File: config.mk
export PLATFORM = sky130hd
export DESIGN_NAME = data_mem_sequencer_flat
export DESIGN_NICKNAME = d
export VERILOG_FILES = /design/src/rtl/mem_pkg.sv /design/src/rtl/data_mem_sequencer_if.sv /design/src/rtl/data_mem_sequencer.sv /design/src/flat_wrapper.sv
export SDC_FILE = /design/constraint.sdc
export NUM_CORES = 1
export LEC_CHECK = 0
export BUFFER_PORTS_ARGS = -buffer_cell sky130_fd_sc_hd__buf_2
export CAP_MARGIN = 20
export CORE_AREA = 2 2 229 231
export CTS_BUF_LIST = sky130_fd_sc_hd__clkbuf_8 sky130_fd_sc_hd__clkbuf_16
export CTS_CLUSTER_SIZE = 20
export DETAILED_ROUTE_END_ITERATION = 12
export DIE_AREA = 0 0 231 233
export HOLD_SLACK_MARGIN = 0.03
export PLACE_DENSITY_LB_ADDON = 0.25
export SETUP_SLACK_MARGIN = 0.4
export SYNTH_ARGS = -nofsm -noshare
export SYNTH_HDL_FRONTEND = slang
export SYNTH_SLANG_ARGS = --single-unit
File: constraint.sdc
create_clock -name clk -period 4.85 [get_ports clk]
set_clock_uncertainty 0.2 [all_clocks]
set_input_delay 0.97 -clock clk [delete_from_list [all_inputs] [get_ports clk]]
set_output_delay 0.97 -clock clk [all_outputs]
set_load 0.02 [all_outputs]
File: src/rtl/mem_pkg.sv
// Shared definitions for the MEM-step sequencer: the 4-bit load/store op encoding,
// the sequencer FSM states and op classification helpers.
package mem_pkg;

    typedef enum logic [3:0] {
        OP_SW  = 4'd0,
        OP_SH  = 4'd1,
        OP_SB  = 4'd2,
        OP_LW  = 4'd3,
        OP_LH  = 4'd4,
        OP_LB  = 4'd5,
        OP_LBU = 4'd6,
        OP_LHU = 4'd7,
        OP_LWU = 4'd8
    } mem_op_e;

    typedef enum logic [2:0] {
        ST_IDLE,
        ST_RD,
        ST_FMT,
        ST_WR,
        ST_DONE
    } seq_state_e;

    function automatic logic is_store(input logic [3:0] op);
        return op <= OP_SB;
    endfunction

    function automatic logic is_load(input logic [3:0] op);
        return (op >= OP_LW) && (op <= OP_LWU);
    endfunction

endpackage

File: src/rtl/data_mem_sequencer_if.sv
// Bundle of the control request/response, data-memory and byte-formatter signals
// seen by the sequencer; slave is the sequencer's view, master the surroundings'.
interface data_mem_sequencer_if #(
    parameter int DATA_W = 64,
    parameter int ADDR_W = 64
);

    logic              req_valid;
    logic              req_ready;
    logic [3:0]        req_op;
    logic [ADDR_W-1:0] req_addr;
    logic [DATA_W-1:0] req_wdata;
    logic              flush;

    logic [ADDR_W-1:0] mem_addr;
    logic              mem_rd;
    logic              mem_wr;
    logic [DATA_W-1:0] mem_wdata;
    logic [DATA_W-1:0] mem_rdata;

    logic [3:0]        fmt_sel;
    logic [DATA_W-1:0] fmt_b;
    logic [DATA_W-1:0] fmt_mem;
    logic [DATA_W-1:0] fmt_out;

    logic              resp_valid;
    logic [DATA_W-1:0] resp_data;
    logic              resp_err;

    modport slave (
        input  req_valid, req_op, req_addr, req_wdata, flush, mem_rdata, fmt_out,
        output req_ready, mem_addr, mem_rd, mem_wr, mem_wdata,
        output fmt_sel, fmt_b, fmt_mem, resp_valid, resp_data, resp_err
    );

    modport master (
        output req_valid, req_op, req_addr, req_wdata, flush, mem_rdata, fmt_out,
        input  req_ready, mem_addr, mem_rd, mem_wr, mem_wdata,
        input  fmt_sel, fmt_b, fmt_mem, resp_valid, resp_data, resp_err
    );

endinterface

File: src/rtl/data_mem_sequencer.sv
// Multicycle MEM-step sequencer: reads the addressed doubleword, routes it through the
// external byte formatter and either returns the load result or writes back the merged store.
module data_mem_sequencer
    import mem_pkg::*;
#(
    parameter int MEM_LATENCY = 1,
    parameter int DATA_W      = 64,
    parameter int ADDR_W      = 64
) (
    input logic                 clk,
    input logic                 reset,
    data_mem_sequencer_if.slave bus
);

    localparam int               CNT_W    = $clog2(MEM_LATENCY + 1);
    localparam logic [CNT_W-1:0] CNT_INIT = CNT_W'(MEM_LATENCY - 1);

    seq_state_e        state_q;
    logic [3:0]        op_q;
    logic [ADDR_W-1:0] addr_q;
    logic [DATA_W-1:0] wdata_q;
    logic [DATA_W-1:0] rdata_q;
    logic [DATA_W-1:0] result_q;
    logic [DATA_W-1:0] resp_data_q;
    logic [CNT_W-1:0]  cnt_q;
    logic              ready_q;
    logic              mem_rd_q;
    logic              mem_wr_q;
    logic              resp_valid_q;
    logic              err_q;

    // Outputs are registered and set on entry to the state that owns them.
    always_ff @(posedge clk or negedge reset) begin
        if (!reset) begin
            state_q      <= ST_IDLE;
            op_q         <= '0;
            addr_q       <= '0;
            wdata_q      <= '0;
            rdata_q      <= '0;
            result_q     <= '0;
            resp_data_q  <= '0;
            cnt_q        <= '0;
            ready_q      <= 1'b0;
            mem_rd_q     <= 1'b0;
            mem_wr_q     <= 1'b0;
            resp_valid_q <= 1'b0;
            err_q        <= 1'b0;
        end else begin
            case (state_q)
                ST_IDLE: begin
                    ready_q <= 1'b1;
                    if (ready_q && bus.req_valid) begin
                        op_q    <= bus.req_op;
                        addr_q  <= bus.req_addr;
                        wdata_q <= bus.req_wdata;
                        ready_q <= 1'b0;
                        if (is_load(bus.req_op) || is_store(bus.req_op)) begin
                            state_q  <= ST_RD;
                            cnt_q    <= CNT_INIT;
                            mem_rd_q <= 1'b1;
                        end else begin
                            state_q      <= ST_DONE;
                            err_q        <= 1'b1;
                            resp_valid_q <= 1'b1;
                            resp_data_q  <= '0;
                        end
                    end
                end
                ST_RD: begin
                    if (bus.flush) begin
                        state_q  <= ST_IDLE;
                        mem_rd_q <= 1'b0;
                        ready_q  <= 1'b1;
                    end else if (cnt_q != '0) begin
                        cnt_q <= cnt_q - CNT_W'(1);
                    end else begin
                        rdata_q  <= bus.mem_rdata;
                        mem_rd_q <= 1'b0;
                        state_q  <= ST_FMT;
                    end
                end
                ST_FMT: begin
                    result_q <= bus.fmt_out;
                    if (is_store(op_q)) begin
                        state_q  <= ST_WR;
                        mem_wr_q <= 1'b1;
                    end else begin
                        state_q      <= ST_DONE;
                        resp_valid_q <= 1'b1;
                        resp_data_q  <= bus.fmt_out;
                    end
                end
                // Flush is deliberately not looked at here so a started store always lands.
                ST_WR: begin
                    mem_wr_q     <= 1'b0;
                    state_q      <= ST_DONE;
                    resp_valid_q <= 1'b1;
                    resp_data_q  <= '0;
                end
                ST_DONE: begin
                    resp_valid_q <= 1'b0;
                    resp_data_q  <= '0;
                    err_q        <= 1'b0;
                    ready_q      <= 1'b1;
                    state_q      <= ST_IDLE;
                end
                default: begin
                    state_q <= ST_IDLE;
                end
            endcase
        end
    end

    assign bus.req_ready  = ready_q;
    assign bus.mem_addr   = addr_q;
    assign bus.mem_rd     = mem_rd_q;
    assign bus.mem_wr     = mem_wr_q;
    assign bus.mem_wdata  = result_q;
    assign bus.fmt_sel    = op_q;
    assign bus.fmt_b      = wdata_q;
    assign bus.fmt_mem    = rdata_q;
    assign bus.resp_valid = resp_valid_q;
    assign bus.resp_data  = resp_data_q;
    assign bus.resp_err   = err_q;

    a_latency_range: assert property (@(posedge clk) (MEM_LATENCY >= 1) && (MEM_LATENCY <= 15));
    a_rd_wr_mutex:   assert property (@(posedge clk) disable iff (!reset) !(mem_rd_q && mem_wr_q));

endmodule
File: src/flat_wrapper.sv
// flat-port wrapper written by rule: the top's interface ports become plain ports
module data_mem_sequencer_flat import mem_pkg::*;
#(
    parameter int MEM_LATENCY = 1,
    parameter int DATA_W      = 64,
    parameter int ADDR_W      = 64
)
  (clk, reset, bus_req_valid, bus_req_op, bus_req_addr, bus_req_wdata, bus_flush, bus_mem_rdata, bus_fmt_out, bus_req_ready, bus_mem_addr, bus_mem_rd, bus_mem_wr, bus_mem_wdata, bus_fmt_sel, bus_fmt_b, bus_fmt_mem, bus_resp_valid, bus_resp_data, bus_resp_err);
  data_mem_sequencer_if #(.DATA_W(DATA_W), .ADDR_W(ADDR_W)) bus_i ();
  input logic clk;
  input logic reset;
  input wire logic [$bits(bus_i.req_valid)-1:0] bus_req_valid;
  input wire logic [$bits(bus_i.req_op)-1:0] bus_req_op;
  input wire logic [$bits(bus_i.req_addr)-1:0] bus_req_addr;
  input wire logic [$bits(bus_i.req_wdata)-1:0] bus_req_wdata;
  input wire logic [$bits(bus_i.flush)-1:0] bus_flush;
  input wire logic [$bits(bus_i.mem_rdata)-1:0] bus_mem_rdata;
  input wire logic [$bits(bus_i.fmt_out)-1:0] bus_fmt_out;
  output wire logic [$bits(bus_i.req_ready)-1:0] bus_req_ready;
  output wire logic [$bits(bus_i.mem_addr)-1:0] bus_mem_addr;
  output wire logic [$bits(bus_i.mem_rd)-1:0] bus_mem_rd;
  output wire logic [$bits(bus_i.mem_wr)-1:0] bus_mem_wr;
  output wire logic [$bits(bus_i.mem_wdata)-1:0] bus_mem_wdata;
  output wire logic [$bits(bus_i.fmt_sel)-1:0] bus_fmt_sel;
  output wire logic [$bits(bus_i.fmt_b)-1:0] bus_fmt_b;
  output wire logic [$bits(bus_i.fmt_mem)-1:0] bus_fmt_mem;
  output wire logic [$bits(bus_i.resp_valid)-1:0] bus_resp_valid;
  output wire logic [$bits(bus_i.resp_data)-1:0] bus_resp_data;
  output wire logic [$bits(bus_i.resp_err)-1:0] bus_resp_err;
  assign bus_i.req_valid = bus_req_valid;
  assign bus_i.req_op = bus_req_op;
  assign bus_i.req_addr = bus_req_addr;
  assign bus_i.req_wdata = bus_req_wdata;
  assign bus_i.flush = bus_flush;
  assign bus_i.mem_rdata = bus_mem_rdata;
  assign bus_i.fmt_out = bus_fmt_out;
  assign bus_req_ready = bus_i.req_ready;
  assign bus_mem_addr = bus_i.mem_addr;
  assign bus_mem_rd = bus_i.mem_rd;
  assign bus_mem_wr = bus_i.mem_wr;
  assign bus_mem_wdata = bus_i.mem_wdata;
  assign bus_fmt_sel = bus_i.fmt_sel;
  assign bus_fmt_b = bus_i.fmt_b;
  assign bus_fmt_mem = bus_i.fmt_mem;
  assign bus_resp_valid = bus_i.resp_valid;
  assign bus_resp_data = bus_i.resp_data;
  assign bus_resp_err = bus_i.resp_err;
  data_mem_sequencer #(.MEM_LATENCY(MEM_LATENCY), .DATA_W(DATA_W), .ADDR_W(ADDR_W)) u_core (.clk(clk), .reset(reset), .bus(bus_i));
endmodule
==> impl_metrics.json <==
{
  "cts.hold.buffers_added": 0,
  "layout_min_cycle_time_ns": 2.906,
  "peakVddDrop_mv": 0.4199,
  "ios": 593,
  "hp-start": "u_core.bus.fmt_b[30]$_DFFE_PN0P_",
  "syn_nets": 1379,
  "cp-start-kind": "register",
  "final_max_slew_viol_count": 0,
  "fin_setup_tns_ns": 0,
  "min_to": "u_core.bus.fmt_b[30]$_DFFE_PN0P_",
  "cp-end-kind": "register",
  "core_sq_mm": 0.05109,
  "clkTransAtPathRegs_ns": 0.06,
  "fill_cells": 5073,
  "dieHeight_um": 233,
  "outcome": "completed",
  "final_nets": 1929,
  "cp_max_fo": 79,
  "grt_pass1_vias": 12030,
  "max_cap_violations": 0,
  "ctsRootBufferMaster": "clkbuf_16",
  "grt_usage_pct": 17.62,
  "die_w_um": 231,
  "cts_buffers": 39,
  "cts_max_level": 2,
  "worst_pin_slew_ns": 1.002,
  "postRouteAntennaNets": 0,
  "slew_headroom_pct": 33.20,
  "synth-seq-area-share_pct": 56.99,
  "crit_arrival_ns": 3.18,
  "syn_to_final_growth_pct": 34.72,
  "hold_violations": 0,
  "initial_core_util_pct": 28.53,
  "leakagePower_nw": 9.778,
  "clkLatencyLatePin_ns": 0.54,
  "drive_gt1_share_pct": 52.33,
  "firstDrtPassIters": 4,
  "critPathRequiredTime_ns": 5.12,
  "hold_depth": 1,
  "worstSetupPathType": "register to register",
  "die_area_sq_mm": 0.05382,
  "synth_area_sq_mm": 0.01458,
  "setup_viol": 0,
  "period_share_pct": 59.92,
  "ys_warn_count": 0,
  "place_hpwl_um": 33400,
  "hold_path_class": "register to register",
  "yosys.area.top_type": "dfrtp_1",
  "ys_top_cells_by_area": "dfrtp_1 57%, mux2_2 15%, mux2_1 5.3%",
  "antenna_found_initial": 7,
  "cts_tree": "done",
  "overflow": 0,
  "rsz0062_at_grt": "no",
  "rr_endpoint": "u_core.bus.resp_data[10]$_DFFE_PN0P_",
  "portBuffers": 592,
  "cts_buffer_depth": 3,
  "dp_slack_ns": 1.802,
  "grt_first_pass_wirelength_um": 73850,
  "cts_resized": 0,
  "post_cts_buffers": 0,
  "via_count": 11770,
  "postSynthCellCount": 1115,
  "reg2reg_setup_slack_ns": 1.94,
  "layout.cells.non_filler": 2378,
  "drt-total-wl_um": 48720,
  "grt_max_degree": 108,
  "fp-row-count": 83,
  "viasPerCell": 4.948,
  "synthArstFlopShare_pct": 100.0,
  "clock_sinks": 332,
  "synth_cell_types": 36,
  "ys_ff_latch": 332,
  "placed_cells": 2304,
  "wl_per_cell_um": 20.49,
  "r2r-start": "u_core.state_q[1]$_DFFE_PN0P_",
  "first_iter_violations": 588,
  "powerDensity_mw_per_mm2": 698.1,
  "drc": 0,
  "gp_congestion": 0.8603,
  "max_freq_mhz": 344.1,
  "syn_avg_cell_area_sq_um": 13.07,
  "synth_flop_cell": "dfrtp_1",
  "fin_ws_ns": 1.944,
  "r2r.worst_path.cells": 4,
  "synth-edff-count": 0,
  "yosysTopAreaCellShare_pct": 56.99
}
[sequential cells by signal, summed over array words and instances (netlist names)]
register / flops
u_core.bus.fmt_b: 64
u_core.bus.fmt_mem: 64
u_core.bus.mem_addr: 64
u_core.bus.mem_wdata: 64
u_core.bus.resp_data: 64
u_core.bus.fmt_sel: 4
u_core.state_q: 3
u_core.bus.mem_rd: 1
u_core.bus.mem_wr: 1
u_core.bus.req_ready: 1
u_core.bus.resp_err: 1
u_core.bus.resp_valid: 1
[stage by stage]
stage | hold WS (ns) | utilization (%) | power (mW) | area [sq um]
3_3_place_gp | 0.2653 | 35.75 | 10.65 | 18270
4_1_cts | 0.2824 | 38.41 | 13.94 | 19630
6_report | 0.2776 | 38.44 | 13.71 | 19640
5_1_grt | 0.2911 | 38.43 | 14.49 | 19640
3_5_place_dp | 0.2693 | 35.75 | 10.76 | 18270
2_1_floorplan | 0.4088 | - | 8.349 | 14580
[Yosys cell counts, types with 2 or more instances]
library cell	n
dfrtp_1	332
mux2_2	191
nand3_1	128
mux2_1	69
a311oi_1	64
and3_1	64
and3b_1	64
o211ai_1	64
clkbuf_1	61
buf_2	29
buf_4	12
buf_1	6
a21oi_1	3
inv_1	3
a211oi_1	2
a31oi_1	2
nand2_1	2
[how the worst max path moves through the flow]
stage,from,endpoint,slack [ns],cells after the start
global placement,bus_req_valid,u_core.bus.mem_addr[63]$_DFFE_PN0P_,1.84,6
global route,u_core.state_q[1]$_DFFE_PN0P_,u_core.bus.resp_data[10]$_DFFE_PN0P_,1.76,4
CTS,u_core.state_q[1]$_DFFE_PN0P_,u_core.bus.resp_data[10]$_DFFE_PN0P_,1.89,4
detailed placement,bus_req_valid,u_core.bus.fmt_b[46]$_DFFE_PN0P_,1.80,6
floorplan,bus_req_valid,u_core.bus.fmt_b[0]$_DFFE_PN0P_,2.48,5
finish,u_core.state_q[1]$_DFFE_PN0P_,u_core.bus.resp_data[10]$_DFFE_PN0P_,1.94,4
[critical path, stage by stage, from the launching register on]
cell and delay (ns):
dfrtp_4 0.89, nor2b_4 0.77, buf_4 0.55, a311oi_1 0.18, nand3_1 0.12
[cell usage in the layout (no fill, tap or decap), drive strengths merged, types with 2 or more instances in the layout]
cell      Yosys  final
buf          47    617
nor4          2      2
a211oi        2      2
clkbuf       61     49
inv           3      7
o211ai       64     64
nand3       128    128
diode         0      5
a311oi       64     64
clkinvlp      0      2
clkinv        0      9
mux2        260    260
a21oi         3      3
and3         64     64
nand2         2      2
dfrtp       332    332
bufinv        0      5
a31oi         2      2
and3b        64     64
[report_power, final]
group / internal [mW] / switching [mW] / leakage, nW / total, mW
Clock: 1.92 / 1.19 / 0.690 / 3.10
Combinational: 2.22 / 3.61 / 5.03 / 5.83
Sequential: 4.01 / 0.771 / 4.06 / 4.78
[cell type report]
| cell class | count | area, sq um | area share (%) |
|---|---|---|---|
| Sequential cell | 332 | 8314 | 42.34 |
| Clock inverter | 20 | 225.2 | 1.147 |
| Tap cell | 680 | 850.8 | 4.332 |
| Inverter | 3 | 11.26 | 0.05734 |
| Multi-Input combinational cell | 672 | 5828 | 29.68 |
| Timing Repair Buffer | 617 | 3261 | 16.60 |
| Clock buffer | 49 | 1136 | 5.785 |
| Antenna cell | 5 | 12.51 | 0.06371 |
[metal layers]
layer	track usage (%)	routed length, um	up-vias
met3	4.240	3400	83
met1	22.37	20180	5970
met4	6.532	1360	4
li1	-	-	5299
met2	29.08	23750	411
met5	0	33	-
[cell families (layout without fill, tap and decap cells)]
family	count (synthesis)	count (layout)	synth area share [%]
AND/OR/NAND/NOR	269	269	11.61
other	0	5	0
AO/OA/AOI/OAI	143	143	7.896
multiplexers	260	260	20.08
flip-flops	332	332	56.99
buffers and inverters	111	689	3.416
No activity file was read; power rests on OpenSTA's default activity.
